--- config.mk ---
export PLATFORM = sky130hd
export DESIGN_NAME = counter_updown_mod
export DESIGN_NICKNAME = d
export VERILOG_FILES = /design/src/rtl/counter_updown_mod_pkg.sv /design/src/rtl/counter_updown_mod_tc_detect.sv /design/src/rtl/counter_updown_mod.sv
export SDC_FILE = /design/constraint.sdc
export NUM_CORES = 1
export LEC_CHECK = 0
export BUFFER_PORTS_ARGS = -buffer_cell sky130_fd_sc_hd__buf_2
export CORE_ASPECT_RATIO = 0.6
export CORE_UTILIZATION = 51
export CTS_CLUSTER_DIAMETER = 50
export DETAILED_ROUTE_END_ITERATION = 10
export GPL_TIMING_DRIVEN = 0
export PLACE_DENSITY = 0.79
export SYNTH_ARGS = -nofsm -noshare
export SYNTH_HDL_FRONTEND = slang
export SYNTH_SLANG_ARGS = --single-unit
export TNS_END_PERCENT = 1
--- constraint.sdc ---
create_clock -name clk -period 3 [get_ports clk]
set_input_delay 0.3 -clock clk [delete_from_list [all_inputs] [get_ports clk]]
set_output_delay 0.3 -clock clk [all_outputs]
set_load 0.02 [all_outputs]
--- src/rtl/counter_updown_mod_pkg.sv ---
// Shared definitions for the counter family.
// Holds the mode encodings for up_dn and stop_mode so every counter block
// that drives or decodes these controls agrees on their polarity.
package counter_updown_mod_pkg;

  // up_dn encodings
  localparam logic CNT_UP   = 1'b1;
  localparam logic CNT_DN   = 1'b0;

  // stop_mode encodings
  localparam logic CNT_WRAP = 1'b0;
  localparam logic CNT_STOP = 1'b1;

endpackage

--- src/rtl/counter_updown_mod_tc_detect.sv ---
// counter_tc_detect: combinational terminal-count and next-value logic.
// Ports:
//   counter_out - current count
//   up_dn       - 1 = up, 0 = down
//   mod_max     - terminal value for up count (cycle length mod_max+1)
//   terminal    - current count is at (or, counting up, beyond) the terminal value
//   next_val    - value the counter moves to on a step in wrap mode
module counter_tc_detect
  import counter_updown_mod_pkg::*;
#(
  parameter int WIDTH = 8
) (
  input  logic [WIDTH-1:0] counter_out,
  input  logic             up_dn,
  input  logic [WIDTH-1:0] mod_max,
  output logic             terminal,
  output logic [WIDTH-1:0] next_val
);

  always_comb begin
    terminal = 1'b0;
    next_val = counter_out;
    if (up_dn == CNT_UP) begin
      // >= so an out-of-range value (after load or a mod_max change)
      // is treated as terminal and recovers by wrapping to 0.
      terminal = (counter_out >= mod_max);
      next_val = terminal ? '0 : counter_out + WIDTH'(1);
    end else begin
      // Down counting only terminates at 0; out-of-range values simply
      // decrement back into range.
      terminal = (counter_out == '0);
      next_val = terminal ? mod_max : counter_out - WIDTH'(1);
    end
  end

endmodule

--- src/rtl/counter_updown_mod.sv ---
// counter_updown_mod: up/down counter with preset, programmable modulus,
// wrap or stop-at-terminal mode and cascade carry.
// Ports:
//   clk, rst_n    - clock, async active-low reset
//   clear         - sync clear to RST_VAL (highest sync priority)
//   load          - sync preset from data_preset
//   count_en      - count enable
//   carry_in      - cascade enable from previous stage (tie 1 on first stage)
//   up_dn         - 1 = up, 0 = down
//   stop_mode     - 0 = wrap at terminal, 1 = hold at terminal
//   mod_max       - terminal value for up count
//   counter_out   - registered count
//   carry_out     - combinational terminal strobe, feeds next stage carry_in
//   wrap_pulse    - registered, high the cycle after a wrap
//   done          - registered sticky flag, set by a stop-mode hold
module counter_updown_mod
  import counter_updown_mod_pkg::*;
#(
  parameter int          WIDTH   = 8,
  parameter int unsigned RST_VAL = 0
) (
  input  logic             clk,
  input  logic             rst_n,
  input  logic             clear,
  input  logic             load,
  input  logic [WIDTH-1:0] data_preset,
  input  logic             count_en,
  input  logic             carry_in,
  input  logic             up_dn,
  input  logic             stop_mode,
  input  logic [WIDTH-1:0] mod_max,
  output logic [WIDTH-1:0] counter_out,
  output logic             carry_out,
  output logic             wrap_pulse,
  output logic             done
);

  localparam logic [WIDTH-1:0] RST_V = WIDTH'(RST_VAL);

  logic [WIDTH-1:0] cnt_q, cnt_d;
  logic             wrap_q, wrap_d;
  logic             done_q, done_d;
  logic             step;
  logic             terminal;
  logic [WIDTH-1:0] next_val;
  logic             term_step;  // a step taken at terminal, not overridden

  counter_tc_detect #(.WIDTH(WIDTH)) u_tc (
    .counter_out (cnt_q),
    .up_dn       (up_dn),
    .mod_max     (mod_max),
    .terminal    (terminal),
    .next_val    (next_val)
  );

  assign step      = count_en & carry_in;
  assign term_step = ~clear & ~load & step & terminal;

  // Asserted in both modes; downstream stages gate on done if they care.
  assign carry_out = term_step;

  always_comb begin
    cnt_d  = cnt_q;
    wrap_d = 1'b0;
    done_d = done_q;
    if (clear) begin
      cnt_d  = RST_V;
      done_d = 1'b0;
    end else if (load) begin
      cnt_d  = data_preset;
      done_d = 1'b0;
    end else if (step) begin
      if (terminal && stop_mode == CNT_STOP) begin
        done_d = 1'b1;  // hold count
      end else begin
        cnt_d  = next_val;
        wrap_d = terminal;
      end
    end
  end

  always_ff @(posedge clk or negedge rst_n) begin
    if (!rst_n) begin
      cnt_q  <= RST_V;
      wrap_q <= 1'b0;
      done_q <= 1'b0;
    end else begin
      cnt_q  <= cnt_d;
      wrap_q <= wrap_d;
      done_q <= done_d;
    end
  end

  assign counter_out = cnt_q;
  assign wrap_pulse  = wrap_q;
  assign done        = done_q;

endmodule
==> flow_summary.json <==
{
  "status": "completed",
  "finalCritPeriodShare": 0.9252,
  "endpoint": "carry_out",
  "antenna_cells": 0,
  "cp_max_fo": 10,
  "area_growth_pct": 21.88,
  "htreeDepth": 1,
  "critical_path.most_common_cell": "buf_2",
  "ys_ff_latch": 10,
  "crit_start": "counter_out[4]",
  "rows": 12,
  "drt_iter0_drc": 73,
  "synth_top_flop_cell": "dfrtp_1",
  "antenna_found_initial": 0,
  "report.final.hold_viol_count": 0,
  "required_ps": 2700,
  "synth_top_area_cell": "dfrtp_1",
  "slew_headroom": 0.6947,
  "cap_viol_max_count": 0,
  "die-area_um2": 2442,
  "hp-class": "in2reg",
  "synth_area_leaders": "dfrtp_1 (22%), ha_1 (12%), nor2_1 (6.2%)",
  "fmax_mhz": 360.3,
  "io_pins": 35,
  "fin_area_um2": 1394,
  "clock_sinks": 10,
  "io_buffers": 31,
  "routabilityCongestion": 0.8332,
  "worstPathCellList": "ha_1 > o21a_1 > a21oi_1 > o31ai_4 > buf_2 > nand3_1 > nor2_1 > buf_2",
  "first_global_vias": 1185,
  "cts_setup_buffers": 0,
  "drive_gt1_frac": 0.2637,
  "cts_tree": "yes",
  "skew_ps": 4.737,
  "path_delay_family": "compound AO/OA/AOI/OAI gates",
  "cpMaxStageDelayCell": "dfrtp_1",
  "grt_max_degree": 11,
  "final_cell_count_no_fill": 210,
  "r2r_start": "counter_out[0]",
  "worstMarginPinSlew_ps": 457.0,
  "detail_route.vias_per_cell": 5.962,
  "setup_viol": 0,
  "crit_buf_inv": 2,
  "rrSetupSlack_ps": 520,
  "ys_types": 42,
  "place_ws_ps": 426.8,
  "die_h_um": 38.68,
  "fin_crit_ps": 2776,
  "yosysMostFrequentCell": "nor2_1",
  "core_area_um2": 1982,
  "whs_ps": 265.7,
  "cp-start-kind": "flip-flop",
  "drc_errors": 0,
  "synthCells": 147,
  "dp_cells": 206,
  "initial_core_util": 0.5770,
  "routed_wl_um": 3131,
  "syn_area_um2": 1144,
  "clock_latency_ps": 240,
  "dp.final_hpwl_um": 2390,
  "rsz0062_at_grt": "false",
  "num_vias": 1252,
  "switching_share": 0.4076,
  "rr_worst_depth": 8,
  "synth_edf_count": 0,
  "powerDensity_nw_per_um2": 433.2,
  "cp.depth": 8,
  "finalMaxSlewViolations": 0,
  "power.internal_w": 0.0003577,
  "yosysTopAreaCellShare": 0.2188,
  "finalNetCount": 219,
  "crit_path_end_kind": "output port",
  "clock-root-buffer": "clkbuf_8",
  "p_leak_nw": 0.6916,
  "antenna_left": 0,
  "syn-num-nets": 182,
  "criticalPathCategory": "reg2out",
  "ys_async_sr_fraction": 1.000,
  "path_clk_slew_ps": 50,
  "irDropWorstVdd_v": 0.0003202,
  "wl_per_cell_um": 14.91,
  "worstPathArrival_ps": 2480,
  "cts-buffers-inserted": 3,
  "cpPeakStageDelay_ps": 510,
  "seq_area_frac_synth": 0.2188,
  "die_w_um": 63.14,
  "power_frac_comb": 0.467,
  "grt_overflow": 0,
  "dr.pass1.iters": 4,
  "seqPwrFrac": 0.303,
  "synth_top_cells_by_count": "nor2_1 (19), inv_1 (14), nand2_1 (12)",
  "pwr-share-clk": 0.231,
  "postPlaceCellArea_um2": 1334,
  "syn_area_per_cell_um2": 7.780,
  "yosysWarnings": 0,
  "tns_ps": 0,
  "clockBufferDepth": 2,
  "r2r_end": "counter_out[2]",
  "grt_use_total": 0.2901,
  "switching_power_w": 0.0002461,
  "grt_pass1_wl_um": 5257,
  "fin_ws_ps": 224.3
}
==> registers in the layout, summed over array words and instances (netlist names) <==
register	cells
counter_out	8
done	1
wrap_pulse	1
==> per-stage QoR <==
| step | power, W | utilization |
|---|---|---|
| floorplan | 0.0003771 | - |
| global placement | 0.0004471 | 0.6730 |
| detailed placement | 0.0004557 | 0.6730 |
| CTS | 0.0005968 | 0.6989 |
| global route | 0.0006439 | 0.7033 |
| finish | 0.0006038 | 0.7033 |
==> how the worst min path moves through the flow <==
stage          cells past startpoint  slack (ps)        endpoint       from
6_report                           2         270      wrap_pulse  stop_mode
5_1_grt                            2         270      wrap_pulse  stop_mode
4_1_cts                            2         270      wrap_pulse  stop_mode
3_5_place_dp                       1         170  counter_out[2]      rst_n
3_3_place_gp                       1         170  counter_out[0]      rst_n
2_1_floorplan                      0           4  counter_out[0]      rst_n
==> cell families (layout without fill, tap and decap cells) <==
| group | count (synthesis) | after routing | share of synthesized area |
|---|---|---|---|
| and+or+nand+nor | 57 | 57 | 0.2462 |
| AOI/OAI and AO/OA | 38 | 38 | 0.2549 |
| adders and majority gates | 11 | 11 | 0.1203 |
| DFF | 10 | 10 | 0.2188 |
| buffers and inverters | 22 | 57 | 0.08314 |
| muxes | 4 | 4 | 0.03829 |
| xor gates and xnor gates | 5 | 5 | 0.03830 |
==> routing by layer <==
| metal | wire length (um) | global-route usage | part of all wire | vias up |
|---|---|---|---|---|
| met1 | 1403 | 0.3575 | 0.45 | 582 |
| li1 | - | - | - | 599 |
| met3 | 337 | 0.08529 | 0.11 | 4 |
| met5 | 0 | 0 | 0 | - |
| met2 | 1358 | 0.5054 | 0.43 | 67 |
| met4 | 31 | 0.07558 | 0.0099 | 0 |
==> placed cells by master (no fill, tap or decap), types with 2 or more instances in the layout <==
cell      synthesis  layout
buf_2             3      34
or3_1             2       2
dfrtp_1          10      10
o41ai_1           2       2
mux2_2            3       3
a311oi_1          2       2
clkbuf_8          0       3
a211oi_1          3       3
a22o_1            3       3
o221ai_1          3       3
clkbuf_1          2       2
nor3_1            7       7
o21ai_0           8       8
a21oi_1           6       6
ha_1             11      11
nand2_1          12      12
xor2_1            2       2
nand2b_1          3       3
nor2b_1           2       2
nor2_1           19      19
inv_1            14      14
xnor2_1           3       3
o31ai_1           2       2
nand3_1           6       6
==> layout make-up <==
class	instances	area, um^2
fillers	184	588.1
clock buffers	3	41.29
repair buffers	32	165.2
well taps	28	35.03
inverters	15	56.30
plain buffers	7	38.79
flip-flops and latches	10	250.2
multi-input cells	115	807.0
==> timing repair <==
action	CTS	global route
hold buffers	1	0
endpoints found under the setup margin	0	1
resized for setup	0	1
hold endpoints to repair	10	0
==> power by group through the flow <==
stage                     registers (W)  logic (W)  clock network [W]
after floorplan                0.000193   0.000184                  0
after global placement         0.000183   0.000264                  0
after detailed placement       0.000184   0.000272                  0
after CTS                      0.000182   0.000276           0.000139
after global routing           0.000185   0.000312           0.000146
final                          0.000183   0.000282           0.000139
No activity file was read; power rests on OpenSTA's default activity.
